--- config.mk ---
export PLATFORM = sky130hd
export DESIGN_NAME = mix_columns_engine
export DESIGN_NICKNAME = d
export VERILOG_FILES = /design/src/rtl/aes_model_pack.sv /design/src/rtl/mix_column_lane.sv /design/src/rtl/mix_columns_engine.sv
export SDC_FILE = /design/constraint.sdc
export NUM_CORES = 1
export LEC_CHECK = 0
export CAP_MARGIN = 20
export CORE_AREA = 10 10 173 175
export DETAILED_ROUTE_END_ITERATION = 8
export DIE_AREA = 0 0 183 185
export DONT_BUFFER_PORTS = 1
export GPL_TIMING_DRIVEN = 0
export HOLD_SLACK_MARGIN = 0.02
export MAX_ROUTING_LAYER = met4
export PLACE_DENSITY = 0.49
export SKIP_CTS_REPAIR_TIMING = 1
export SLEW_MARGIN = 0
export SYNTH_ARGS = -nofsm -noshare
export SYNTH_HDL_FRONTEND = slang
export SYNTH_SLANG_ARGS = --single-unit
--- constraint.sdc ---
create_clock -name clk -period 2.9 [get_ports clk]
set_input_delay 0.58 -clock clk [delete_from_list [all_inputs] [get_ports clk]]
set_output_delay 0.58 -clock clk [all_outputs]
set_load 0.02 [all_outputs]
--- src/rtl/aes_model_pack.sv ---
// Shared AES datapath types and GF(2^8) helpers for the aes_128 round pipeline.
// Constant multiplies are xtime chains, so no lookup ROM is inferred.
package aes_model_pack;

   localparam int         COLUMN_SIZE_IN_BYTES = 4;
   localparam logic [7:0] AES_POLY             = 8'h1b;

   typedef logic [COLUMN_SIZE_IN_BYTES-1:0][7:0]      column_t;
   typedef logic [3:0][COLUMN_SIZE_IN_BYTES-1:0][7:0] state_t;

   typedef enum logic [1:0] {
      MC_IDLE = 2'd0,
      MC_BUSY = 2'd1,
      MC_DONE = 2'd2
   } mc_fsm_e;

   function automatic logic [7:0] xtime(input logic [7:0] b);
      return {b[6:0], 1'b0} ^ (b[7] ? AES_POLY : 8'h00);
   endfunction

   // Only the coefficients up to 0x0f are needed (02,03,01,0e,0b,0d,09).
   function automatic logic [7:0] gf_mul_const(input logic [7:0] b, input logic [3:0] k);
      logic [7:0] x2, x4, x8;
      x2 = xtime(b);
      x4 = xtime(x2);
      x8 = xtime(x4);
      return (k[0] ? b  : 8'h00) ^ (k[1] ? x2 : 8'h00) ^
             (k[2] ? x4 : 8'h00) ^ (k[3] ? x8 : 8'h00);
   endfunction

endpackage

--- src/rtl/mix_column_lane.sv ---
// One combinational MixColumns / InvMixColumns column; zero latency, no flow control.
// The coefficient rotation is shared, only the four constants change with inverse.
module mix_column_lane
   import aes_model_pack::*;
(
   input  column_t a,
   input  logic    inverse,
   output column_t y
);

   logic [3:0] k0, k1, k2, k3;

   assign k0 = inverse ? 4'he : 4'h2;
   assign k1 = inverse ? 4'hb : 4'h3;
   assign k2 = inverse ? 4'hd : 4'h1;
   assign k3 = inverse ? 4'h9 : 4'h1;

   for (genvar r = 0; r < 4; r++) begin : g_row
      assign y[r] = gf_mul_const(a[r], k0) ^
                    gf_mul_const(a[(r+1)%4], k1) ^
                    gf_mul_const(a[(r+2)%4], k2) ^
                    gf_mul_const(a[(r+3)%4], k3);
   end

endmodule

--- src/rtl/mix_columns_engine.sv ---
// Sequential MixColumns engine: LANES columns per cycle, GROUPS cycles accept-to-out_valid.
// Holds the result while out_ready is low; accepts a new state in DONE on the out handshake edge.
module mix_columns_engine
   import aes_model_pack::*;
#(
   parameter int NUM_COLUMNS = 4,
   parameter int LANES       = 1
) (
   input  logic                                           clk,
   input  logic                                           rst_n,
   input  logic                                           in_valid,
   output logic                                           in_ready,
   input  logic                                           in_inverse,
   input  logic [NUM_COLUMNS-1:0][COLUMN_SIZE_IN_BYTES-1:0][7:0] in_state,
   output logic                                           out_valid,
   input  logic                                           out_ready,
   output logic [NUM_COLUMNS-1:0][COLUMN_SIZE_IN_BYTES-1:0][7:0] out_state
);

   localparam int GROUPS = NUM_COLUMNS / LANES;
   localparam int CW     = (GROUPS > 1) ? $clog2(GROUPS) : 1;
   localparam int IW     = (NUM_COLUMNS > 1) ? $clog2(NUM_COLUMNS) : 1;

   if (!(LANES == 1 || LANES == 2 || LANES == 4) || (NUM_COLUMNS % LANES) != 0) begin : g_bad_lanes
      $error("mix_columns_engine: LANES must be 1, 2 or 4 and divide NUM_COLUMNS");
   end

   mc_fsm_e state_q, state_d;
   logic [CW-1:0] cnt_q;
   logic          mode_q;
   logic [NUM_COLUMNS-1:0][COLUMN_SIZE_IN_BYTES-1:0][7:0] work_q, work_d;
   logic [LANES-1:0][COLUMN_SIZE_IN_BYTES-1:0][7:0]       lane_in, lane_out;
   logic [IW-1:0] grp_base;
   logic          accept, last_grp;

   assign accept   = in_valid && in_ready;
   assign last_grp = (cnt_q == CW'(GROUPS - 1));
   assign grp_base = IW'(cnt_q * LANES);

   always_ff @(posedge clk or negedge rst_n) begin
      if (!rst_n) state_q <= MC_IDLE;
      else        state_q <= state_d;
   end

   always_comb begin
      state_d = state_q;
      case (state_q)
         MC_IDLE: if (accept)   state_d = MC_BUSY;
         MC_BUSY: if (last_grp) state_d = MC_DONE;
         MC_DONE: if (out_ready) state_d = in_valid ? MC_BUSY : MC_IDLE;
         default: state_d = MC_IDLE;
      endcase
   end

   // in_ready depends only on FSM state and out_ready, never on in_valid.
   always_comb begin
      in_ready  = 1'b0;
      out_valid = 1'b0;
      case (state_q)
         MC_IDLE: in_ready = 1'b1;
         MC_DONE: begin
            out_valid = 1'b1;
            in_ready  = out_ready;
         end
         default: ;
      endcase
   end

   assign lane_in = work_q[grp_base +: LANES];

   for (genvar l = 0; l < LANES; l++) begin : g_lane
      mix_column_lane u_lane (
         .a       (lane_in[l]),
         .inverse (mode_q),
         .y       (lane_out[l])
      );
   end

   always_comb begin
      work_d = work_q;
      work_d[grp_base +: LANES] = lane_out;
   end

   always_ff @(posedge clk or negedge rst_n) begin
      if (!rst_n) begin
         work_q <= '0;
         mode_q <= 1'b0;
         cnt_q  <= '0;
      end else if (accept) begin
         work_q <= in_state;
         mode_q <= in_inverse;
         cnt_q  <= '0;
      end else if (state_q == MC_BUSY) begin
         work_q <= work_d;
         cnt_q  <= last_grp ? '0 : cnt_q + 1'b1;
      end
   end

   assign out_state = work_q;

endmodule

# --- Word level (Yosys, flattened, before mapping) ---
# Cells that the tools add are included.
op_classes:
  n_bitwise: 72
  n_shift: 65
  n_reduce_logical: 4
  add_sub_neg: 2
  muxes: 93
  eq_ne: 6
ops:
  columns: ["operator", "count"]
  rows:
  - ["$xor 8x8->8", 72]
  - ["$mux 8", 64]
  - ["$mux 128", 2]
  - ["$bwmux 128", 1]
  - ["$shiftx 1x4->4", 32]
  - ["$shiftx 4x3->1", 32]
  - ["$mux 5", 12]
  - ["$mux 4", 4]
  - ["$mux 2", 6]
  - ["$ne 2x2->1 const B", 3]
  - ["$pmux 2 s3", 1]
  - ["$eq 2x2->1 const B", 2]
  - ["$neg 2->4", 1]
  - ["$shift 1x4->4 const A", 1]
  - ["$reduce_and 3->1", 1]
  - ["$add 2x1->2 const B", 1]
  - ["$eq 2x1->1 const B", 1]
  - ["$logic_not 2->1", 1]
  - ["$mux 1", 2]
  - ["$pmux 1 s2", 1]
  - ["$reduce_bool 2->1", 1]
  - ["$logic_and 1x1->1", 1]
totals:
  elab_cells: 261
  out_inout_bits: 130
  in_bits: 133
  ff_bits: 133

# --- Depth between registers and ports, before layout ---
# Gate-level depths: netlist of the first run.
logic_depth:
  word_depth: 16
  mapped_depth: 13
  mapped_depth_nobuf: 8

# --- Cells and area by module ---
# From an unflattened synthesis of the first run, not the netlist that was laid out.
hier_totals:
  hier_cells: 856
  hier_area_um2: 9531.6
by_module_without_submodules:
  columns: ["module", "area_each_um2", "seq_area_each_um2", "cells_per_inst", "instances"]
  rows:
  - ["mix_columns_engine", 7328.3, 3328.2, 613, 1]
  - ["mix_column_lane", 2203.4, 0.0, 243, 1]

# --- Worst setup path before layout of the first run ---
# No wires, ideal clock.
synth_path:
  kind: "register to register"
  startpoint: "register cnt_q[0]"
  endpoint: "register work_q, in the netlist out_state[125]"
  slack_ps: -91
  setup_time_ps: 128
  n_path_buf: 3
  arrival_time_ps: 2863
  required_ps: 2772
  path_stages_with_launch: 12
  period_less_slack_ps: 2991
  cell_sequence: "dfrtp_1 > buf_6 > mux4_1 > buf_4 > xor2_4 > xnor3_1 > or2_0 > buf_6 > xnor2_4 > xnor2_2 > o41ai_2 > mux2_1"
synth_via:
  elab_chain_cells: 14
  word_cells_on_any_way: 81
  classes_between: "1 x add/sub; 26 x shift; 27 x mux; 27 x bitwise"
synth_rtl:
  columns: ["element", "line", "rtl"]
  rows:
  - ["start, declared", "mix_columns_engine.sv:29", "logic [CW-1:0] cnt_q;"]
  - ["start signal, assigned", "mix_columns_engine.sv:95", "cnt_q <= last_grp ? '0 : cnt_q + 1'b1;"]
  - ["$shiftx 4x3->1", "mix_columns_engine.sv:69", "assign lane_in = work_q[grp_base +: LANES];"]
  - ["$mux 5 / $xor 8x8->8 (equally long branches)", "aes_model_pack.sv:18", "return {b[6:0], 1'b0} ^ (b[7] ? AES_POLY : 8'h00);"]
  - ["$xor 8x8->8 / $mux 5 (equally long branches)", "aes_model_pack.sv:18", null]
  - ["$xor 8x8->8", "aes_model_pack.sv:18", null]
  - ["$mux 8 / $xor 8x8->8 (equally long branches)", "aes_model_pack.sv:28, aes_model_pack.sv:18", null]
  - ["$xor 8x8->8 / $mux 8 (equally long branches)", "aes_model_pack.sv:27, aes_model_pack.sv:28", null]
  - ["$xor 8x8->8", "aes_model_pack.sv:28", "(k[2] ? x4 : 8'h00) ^ (k[3] ? x8 : 8'h00);"]
  - ["$xor 8x8->8", "mix_column_lane.sv:19", "assign y[r] = gf_mul_const(a[r], k0) ^"]
  - ["$xor 8x8->8", "mix_column_lane.sv:20", "gf_mul_const(a[(r+1)%4], k1) ^"]
  - ["$xor 8x8->8", "mix_column_lane.sv:21", "gf_mul_const(a[(r+2)%4], k2) ^"]
  - ["$shiftx 1x4->4", "mix_columns_engine.sv:81", "work_d[grp_base +: LANES] = lane_out;"]
  - ["$bwmux 128 (*)", "mix_columns_engine.sv:81", null]
  - ["$mux 128 (*)", "mix_columns_engine.sv:93", "end else if (state_q == MC_BUSY) begin"]
  - ["$mux 128 (*)", "mix_columns_engine.sv:89", "end else if (accept) begin"]
  - ["end signal, assigned", "mix_columns_engine.sv:90", "work_q <= in_state;"]
  - ["end signal, assigned", "mix_columns_engine.sv:94", "work_q <= work_d;"]
  - ["end, declared", "mix_columns_engine.sv:31", "logic [NUM_COLUMNS-1:0][COLUMN_SIZE_IN_BYTES-1:0][7:0] work_q, work_d;"]
# Every way passes the cells marked *; elsewhere a longest branch is shown, timed or not. The select of a mux whose other input is x is not followed.
# A chain may end at the register's enable or synchronous reset.

# --- Final worst setup path of the first run ---
layout_path:
  startpoint: "register cnt_q[0]"
  endpoint: "register work_q, in the netlist out_state[52]"
layout_via:
  elab_chain_cells: 14
  word_cells_on_any_way: 89
  classes_between: "1 x add/sub; 30 x shift; 31 x mux; 27 x bitwise"
layout_rtl:
  columns: ["element", "line", "rtl"]
  rows:
  - ["$shiftx 4x3->1", "mix_columns_engine.sv:69", null]
  - ["$mux 5 / $xor 8x8->8 (equally long branches)", "aes_model_pack.sv:18", null]
  - ["$xor 8x8->8 / $mux 5 (equally long branches)", "aes_model_pack.sv:18", null]
  - ["$mux 8 (tied with other cells)", "aes_model_pack.sv:27", "return (k[0] ? b : 8'h00) ^ (k[1] ? x2 : 8'h00) ^"]
  - ["$xor 8x8->8 (tied with other cells)", "aes_model_pack.sv:27", null]
  - ["$xor 8x8->8 / $mux 8 (equally long branches)", "aes_model_pack.sv:27, aes_model_pack.sv:28", null]
  - ["$xor 8x8->8", "aes_model_pack.sv:28", null]
  - ["$xor 8x8->8", "mix_column_lane.sv:19", null]
  - ["$xor 8x8->8", "mix_column_lane.sv:20", null]
  - ["$xor 8x8->8", "mix_column_lane.sv:21", null]
  - ["$shiftx 1x4->4", "mix_columns_engine.sv:81", null]
  - ["$bwmux 128 (*)", "mix_columns_engine.sv:81", null]
  - ["$mux 128 (*)", "mix_columns_engine.sv:93", null]
  - ["$mux 128 (*)", "mix_columns_engine.sv:89", null]
# Marks and branches as above.

==> impl_metrics.tcl, run 1 <==
set metrics [dict create \
    syn-cell-area_sq_mm 0.008625 \
    num_vias 7354 \
    period_share 1.163 \
    cts_sinks 133 \
    core_region_area_sq_mm 0.02658 \
    clk_pin_slew_ps 70 \
    grt_pass1_vias 7132 \
    layout_commonest_cell "dfrtp_1" \
    fin_worst_skew_ps 14.00 \
    ys_seq_elements 133 \
    drt-pass1-iter-count 5 \
    area_growth_pct 41.20 \
    synth_nets 916 \
    critPathArrivalTime_ps 3650 \
    status "finished with violations" \
    path_class "reg -> reg" \
    grt_overflow_total 0 \
    grt_max_degree 134 \
    grt_usage 0.2271 \
    yosysSeqAreaShare 0.3859 \
    synth_top_area_cell "dfrtp_1" \
    dpl.hpwl_mm 28.79 \
    die_y_um 185 \
    netlist_instances 779 \
    initial_core_util 0.3245 \
    startpoint_type "flop" \
    critPathMaxStageDelay_ps 620 \
    syn_area_per_cell_sq_um 11.07 \
    r2r_cells 12 \
    cp_max_fo 8 \
    die_width_um 183 \
    violations "hold timing, setup timing" \
    setup_viol 128 \
    clock_latency_ps 440 \
    port_buffers 0 \
    cp_top_family "XOR/XNOR gates" \
    maxSlewViolCount 0 \
    place_inst 1120 \
    synth_edf_count 0 \
    hold_path_class "in -> async" \
    rr_endpoint "out_state[52]$_DFFE_PN0P_" \
    yosysWarnings 0 \
    cap_violations 0 \
    drive_gt1_frac 0.4066 \
    cts_tree "done" \
    synthTopCellsByArea "dfrtp_1, xnor2_1, a22oi_1, mux4_2, o21ai_0" \
    slew-limit-headroom 0.3385 \
    rrSetupSlack_ps -470 \
    drc 0 \
    synth_top_area_share 0.3859 \
    final_cell_mix "dfrtp_1, a22oi_1, buf_4" \
    fin_nets 1039 \
    worst_path_max_delay_cell "mux4_2" \
    synth_flop_cell "dfrtp_1" \
    crit_path_cell_trace "buf_12 > buf_16 > buf_12 > buf_6 > mux4_2 > xnor2_1 > xnor2_1 > xnor2_1 > nand2_1 > xor2_1 > xnor2_4 > o21ai_0" \
    rows 60 \
    fin_ws_ps -472.7 \
    crit_path_end_kind "flop" \
    antenna_found_initial 1 \
    synthArstFlopShare 1.000 \
    clockRootBuffer "clkbuf_16" \
    crit_top_cell "xnor2_1" \
    ioPinCount 263 \
    clockBufferDepth 2 \
    wire_per_inst_um 32.79 \
    drt_iter0_markers 495 \
    gp_congestion 0.9343 \
    reg2reg_from "cnt_q[0]$_DFFE_PN0P_" \
    worst_slew_pin_slew_ps 992.3 \
    hold_violations 133 \
    ant_nets 0 \
    crit_buf_inv 4 \
    fmax_ghz 0.2965 \
    die-area_sq_mm 0.03386 \
    cp_data_required_time_ps 3180 \
    stdcell_count 1257 \
    grt_pass1_wl_mm 53.43 \
    period_needed_ps 3373 \
    worst_hold_slack_ps -157.9 \
    vias_per_cell 5.850 \
    rsz0062_at_grt "true" \
    synth_cell_types 38 \
    wirelength_mm 41.21 \
    htreeDepth 4 \
    cts_made_buffers 17 \
]
synth_stat cells, types with 3 or more instances:
cell	count
a21oi_1	8
a22oi_1	127
buf_2	8
buf_4	7
buf_6	7
clkbuf_1	42
dfrtp_1	133
ha_1	4
mux4_2	30
nand2_1	30
nand2b_1	5
nor2_1	6
nor2b_1	3
o21ai_0	124
o21ai_1	6
xnor2_1	148
xnor2_2	15
xnor3_1	8
xor2_1	40
xor2_2	5
metrics by stage:
stage            util  area, sq um  setup WS [ps]  setup TNS (ps)
2_1_floorplan       -         8651         -13.14          -13.14
3_3_place_gp   0.3416         9077          -1230         -101530
3_5_place_dp   0.3416         9077          -1259         -102050
4_1_cts        0.3645         9687          -1236         -103050
5_1_grt        0.4582        12180         -525.5          -43200
6_report       0.4582        12180         -472.7          -33060
how the worst max path moves through the flow:
stage / depth (start not counted) / slack (ps) / endpoint / start
2_1_floorplan: 11 / -10 / out_state[125]$_DFFE_PN0P_ / cnt_q[0]$_DFFE_PN0P_
3_3_place_gp: 12 / -1230 / out_state[117]$_DFFE_PN0P_ / cnt_q[1]$_DFFE_PN0P_
3_5_place_dp: 12 / -1260 / out_state[117]$_DFFE_PN0P_ / cnt_q[1]$_DFFE_PN0P_
4_1_cts: 12 / -1240 / out_state[117]$_DFFE_PN0P_ / cnt_q[1]$_DFFE_PN0P_
5_1_grt: 12 / -530 / out_state[52]$_DFFE_PN0P_ / cnt_q[0]$_DFFE_PN0P_
6_report: 12 / -470 / out_state[52]$_DFFE_PN0P_ / cnt_q[0]$_DFFE_PN0P_
kinds of logic (layout without fill, tap and decap cells):
logic type / after synthesis / after routing / synth area share
compound gates: 267 / 267 / 0.1934
xor+xnor: 219 / 219 / 0.2591
flops: 133 / 133 / 0.3859
buf+inv: 68 / 204 / 0.03990
simple gates: 54 / 54 / 0.02901
mux: 34 / 34 / 0.08690
fa+ha+maj: 4 / 4 / 0.005803
other cells: 0 / 1 / 0
final cells by class:
type,count,area (sq um)
fill,2422,14400
clock inverter,11,148.9
sequential,133,3329
inverter,3,11.26
timing repair buffer,109,965.9
buffer,60,469.2
antenna,1,2.502
multi-input combinational,578,6364
tap,341,426.7
clock buffer,21,460.4
routing by layer:
layer  share of wire  global-route usage  vias to the layer above
met5               0                   -                        -
met4           0.033             0.07443                        0
met3           0.079             0.06368                       69
met2            0.51              0.3764                      350
met1            0.38              0.2613                     3855
li1                -                   -                     3080
state kept, by name (all words and copies together) (netlist names):
signal,flops
out_state,128
cnt_q,2
state_q,2
mode_q,1
worst reg2reg max path, stage by stage, from the launching register on:
cell and delay (ps):
dfrtp_2 450, buf_12 190, buf_16 160, buf_12 140
buf_6 90, mux4_2 620, xnor2_1 290, xnor2_1 200
xnor2_1 180, nand2_1 110, xor2_1 400, xnor2_4 230
o21ai_0 160
Power of run 1 is not shown: default switching activity piles up to over one toggle a cycle in this logic, so the estimate is an artifact.
==> run 2: changes to the inputs <==
--- a/config.mk
+++ b/config.mk
@@ -14,6 +14,7 @@
 export HOLD_SLACK_MARGIN = 0.02
 export MAX_ROUTING_LAYER = met4
 export PLACE_DENSITY = 0.49
+export SETUP_SLACK_MARGIN = 0.4
 export SKIP_CTS_REPAIR_TIMING = 1
 export SLEW_MARGIN = 0
 export SYNTH_ARGS = -nofsm -noshare
==> impl_metrics.tcl, run 2 (synthesis gave the netlist of run 1 again) <==
set metrics [dict create \
    ant_nets 0 \
    clockBufferDepth 2 \
    port_buffers 0 \
    gp_congestion 0.8998 \
    final_cell_mix "dfrtp_1, a22oi_1, buf_4" \
    fin_ws_ps -357.5 \
    status "finished with violations" \
    setup_viol 127 \
    drc 0 \
    multi_input_area_sq_mm 0.006335 \
    dpl.hpwl_mm 29.24 \
    htreeDepth 4 \
    hold_path_class "in -> async" \
    vias_per_cell 5.924 \
    layout_commonest_cell "dfrtp_1" \
    wirelength_mm 40.76 \
    ioPinCount 263 \
    die-area_sq_mm 0.03386 \
    startpoint_type "flop" \
    wire_per_inst_um 32.27 \
    drive_gt1_frac 0.4126 \
    drt-pass1-iter-count 7 \
    clk_pin_slew_ps 70 \
    fill_cells 2421 \
    core_region_area_sq_mm 0.02658 \
    maxSlewViolCount 0 \
    initial_core_util 0.3245 \
    grt_usage 0.2285 \
    clock_latency_ps 440 \
    grt_pass1_vias 7064 \
    cts_tree "done" \
    place_area_sq_mm 0.009404 \
    clockRootBuffer "clkbuf_16" \
    path_class "reg -> reg" \
    rsz0062_at_grt "true" \
    violations "hold timing, setup timing" \
    slew-limit-headroom 0.3873 \
    critPathArrivalTime_ps 3540 \
    crit_path_end_kind "flop" \
    die_y_um 185 \
    largest_reg_flops 128 \
    num_vias 7482 \
    cp_data_required_time_ps 3190 \
    cts_sinks 133 \
    fin_worst_skew_ps 13.05 \
    fin_nets 1045 \
    drt_iter0_markers 630 \
    area_growth_pct 41.68 \
    die_width_um 183 \
    hold_violations 133 \
    fmax_ghz 0.3070 \
    antenna_found_initial 1 \
    regArea_sq_mm 0.003329 \
    cts_made_buffers 17 \
    period_share 1.123 \
    post-route-util 0.4598 \
    worst_hold_slack_ps -156.6 \
    rows 60 \
    fin_area_sq_mm 0.01222 \
    grt_pass1_wl_mm 53.94 \
    grt_overflow_total 0 \
    period_needed_ps 3257 \
    cap_violations 0 \
    worst_slew_pin_slew_ps 919.0 \
    grt_max_degree 134 \
    cp_max_fo 7 \
]
[run 2: changes by cell type in the layout (fill, tap and decap cells not counted), moves of 4 or more]
cell      change
clkbuf_1      +4
clkbuf_2      -5
o21ai_0      +41
o21ai_1      -39
xnor2_1       -6
xnor2_2      +16
xnor2_4      -10
[run 2: stage by stage]
step | instances | TNS [ps] | setup WS, ps
final | 1263 | -26870 | -357.5
after detailed placement | 1120 | -77900 | -1074
after CTS | 1152 | -79440 | -1085
after floorplan | 779 | 0 | 12.93
after global placement | 1120 | -77110 | -1052
after global routing | 1263 | -38080 | -432.1
[run 2: critical path, cell delays in order (launching register included)]
cell and delay [ps]:
dfrtp_2 440, buf_12 170, buf_16 160, buf_12 130, mux4_2 570, xor2_2 210, xnor3_1 390, xnor2_2 150
nand2_2 160, xnor2_4 210, xnor2_2 330, o21ai_0 160
[run 2: path summary, 6_finish.rpt]
path / startpoint / endpoint / slack (ps) / cells after the start
worst max-delay path: cnt_q[0]$_DFFE_PN0P_ / out_state[20]$_DFFE_PN0P_ / -360 / 11
worst min-delay path: rst_n / out_state[85]$_DFFE_PN0P_ / -160 / 0
worst max register to register: cnt_q[0]$_DFFE_PN0P_ / out_state[20]$_DFFE_PN0P_ / -360 / 11
worst min register to register: state_q[0]$_DFFE_PN0P_ / state_q[1]$_DFFE_PN0P_ / 610 / 1
max in group asynchronous: rst_n / out_state[4]$_DFFE_PN0P_ / 2860 / 0
min in group clk: in_inverse / mode_q$_DFFE_PN0P_ / 270 / 2
[run 2: layout make-up]
class                      count  share of cell area
antenna                        1           0.0002048
multi-input combinational    578              0.5184
sequential                   133              0.2725
tap                          341             0.03492
inverter                       3           0.0009216
clock buffer                  17             0.03481
buffer                        65             0.04311
clock inverter                15             0.01393
timing repair buffer         110             0.08120
[run 2: per-layer routing]
| layer | global-route usage | vias up | wire (um) |
|---|---|---|---|
| met2 | 0.3825 | 369 | 21050 |
| met4 | 0.06984 | 0 | 1420 |
| met5 | - | - | 0 |
| li1 | - | 3078 | - |
| met1 | 0.2671 | 3951 | 15060 |
| met3 | 0.05525 | 84 | 3223 |
Power of run 2 is left out for the same reason.
==> run 3: changes to the inputs <==
--- a/config.mk
+++ b/config.mk
@@ -5,15 +5,16 @@
 export SDC_FILE = /design/constraint.sdc
 export NUM_CORES = 1
 export LEC_CHECK = 0
+export BUFFER_PORTS_ARGS = -buffer_cell sky130_fd_sc_hd__buf_2
 export CAP_MARGIN = 20
 export CORE_AREA = 10 10 173 175
 export DETAILED_ROUTE_END_ITERATION = 8
 export DIE_AREA = 0 0 183 185
-export DONT_BUFFER_PORTS = 1
 export GPL_TIMING_DRIVEN = 0
 export HOLD_SLACK_MARGIN = 0.02
 export MAX_ROUTING_LAYER = met4
-export PLACE_DENSITY = 0.49
+export PLACE_DENSITY = 0.58
+export REMOVE_ABC_BUFFERS = 1
 export SETUP_SLACK_MARGIN = 0.4
 export SKIP_CTS_REPAIR_TIMING = 1
 export SLEW_MARGIN = 0
==> impl_metrics.tcl, run 3 (synthesis gave the netlist of run 1 again) <==
set metrics [dict create \
    maxSlewViolCount 0 \
    die-area_sq_mm 0.03386 \
    wirelength_mm 32.42 \
    die_width_um 183 \
    rows 60 \
    cts_sinks 133 \
    drive_gt1_frac 0.5116 \
    dpl.hpwl_mm 23.28 \
    core_region_area_sq_mm 0.02658 \
    wire_per_inst_um 22.19 \
    drc 0 \
    fin_ws_ps -288.1 \
    status "finished with violations" \
    cts_made_buffers 17 \
    setup_viol 103 \
    ant_nets 0 \
    path_class "reg -> reg" \
    layout_commonest_cell "buf_2" \
    hold_violations 0 \
    initial_core_util 0.3245 \
    cts_tree "done" \
    clockBufferDepth 2 \
    grt_usage 0.1797 \
    regArea_sq_mm 0.003337 \
    fill_cells 2455 \
    crit_top_cell "xnor3_1" \
    clk_pin_slew_ps 60 \
    area_growth_pct 49.82 \
    fin_area_sq_mm 0.01292 \
    grt_pass1_vias 7679 \
    critPathArrivalTime_ps 3440 \
    period_needed_ps 3188 \
    num_vias 7621 \
    cap_violations 0 \
    period_share 1.099 \
    fin_worst_skew_ps 10.56 \
    rsz0062_at_grt "true" \
    grt_pass1_wl_mm 45.91 \
    grt_overflow_total 0 \
    multi_input_area_sq_mm 0.006046 \
    worst_slew_pin_slew_ps 1010 \
    grt_max_degree 79 \
    crit_path_cell_trace "buf_6 > mux4_2 > xor2_4 > xnor3_1 > or2_4 > xnor3_1 > xnor2_2 > o21ai_0" \
    drt_iter0_markers 496 \
    vias_per_cell 5.216 \
    gp_congestion 0.8556 \
    fmax_ghz 0.3137 \
    diodes 0 \
    cp_max_fo 6 \
    hold_path_class "in -> async" \
    ioPinCount 263 \
    worst_hold_slack_ps 152.5 \
    startpoint_type "flop" \
    cp_data_required_time_ps 3150 \
    worst_path_max_delay_cell "mux4_2" \
    htreeDepth 4 \
    die_y_um 185 \
    slew-limit-headroom 0.3243 \
    largest_reg_flops 128 \
    place_area_sq_mm 0.01039 \
    clock_latency_ps 420 \
    fin_nets 1245 \
    drt-pass1-iter-count 5 \
    fin_setup_tns_ps -18100 \
    antenna_found_initial 0 \
    critPathMaxStageDelay_ps 640 \
    final_cell_mix "buf_2, dfrtp_1, a22oi_1" \
    crit_path_end_kind "flop" \
    port_buffers 262 \
    clockRootBuffer "clkbuf_16" \
    violations "setup timing" \
]
run 3: changes by cell type in the layout (fill, tap and decap cells not counted), moves of 7 or more:
cell	previous run	this run
xor2_4	13	6
xnor2_2	72	61
buf_6	24	8
clkbuf_2	11	0
o21ai_0	65	58
o21ai_2	23	3
o21ai_1	42	69
xor2_2	12	19
xnor2_1	63	78
buf_2	4	261
buf_16	2	9
clkbuf_1	27	2
run 3: worst max-delay path, delay by kind of cell (launching register included):
family                    cells  cell delay [ps]
xor gates and xnor gates      4             1250
muxes                         1              640
DFF                           1              510
and+or+nand+nor               1              330
buffers and inverters         1              160
AOI/OAI and AO/OA             1              130
run 3: final timing paths:
| path | start | endpoint | slack [ps] | cells past startpoint |
|---|---|---|---|---|
| min in group clk | in_inverse | mode_q$_DFFE_PN0P_ | 370 | 3 |
| max reg2reg | cnt_q[0]$_DFFE_PN0P_ | out_state[5]$_DFFE_PN0P_ | -290 | 8 |
| min reg2reg | out_state[119]$_DFFE_PN0P_ | out_state[119]$_DFFE_PN0P_ | 530 | 2 |
| max | cnt_q[0]$_DFFE_PN0P_ | out_state[5]$_DFFE_PN0P_ | -290 | 8 |
| min | rst_n | out_state[40]$_DFFE_PN0P_ | 150 | 1 |
| max in group asynchronous | rst_n | mode_q$_DFFE_PN0P_ | 1950 | 2 |
run 3: per-stage QoR:
step / setup slack (ps) / utilization / instances
4_1_cts: -1352 / 0.4121 / 1360
5_1_grt: -418.5 / 0.4862 / 1461
6_report: -288.1 / 0.4862 / 1461
3_3_place_gp: -6498 / 0.3774 / 1317
2_1_floorplan: -2507 / - / 714
3_5_place_dp: -1330 / 0.3909 / 1329
run 3: cell type report:
| type | count | area share |
|---|---|---|
| clock buffers | 23 | 0.03777 |
| clock inverters | 8 | 0.005810 |
| inverters | 3 | 0.0008715 |
| multi-input cells | 578 | 0.4679 |
| flip-flops and latches | 133 | 0.2583 |
| well taps | 341 | 0.03302 |
| repair buffers | 375 | 0.1964 |
run 3: per-layer routing:
metal / wire [um] / vias up / GRT usage
li1: - / 3458 / -
met1: 14290 / 3838 / 0.2358
met2: 16100 / 305 / 0.2814
met3: 1758 / 20 / 0.03840
met4: 274 / 0 / 0.03639
met5: 0 / - / -
Power of run 3 is left out for the same reason.
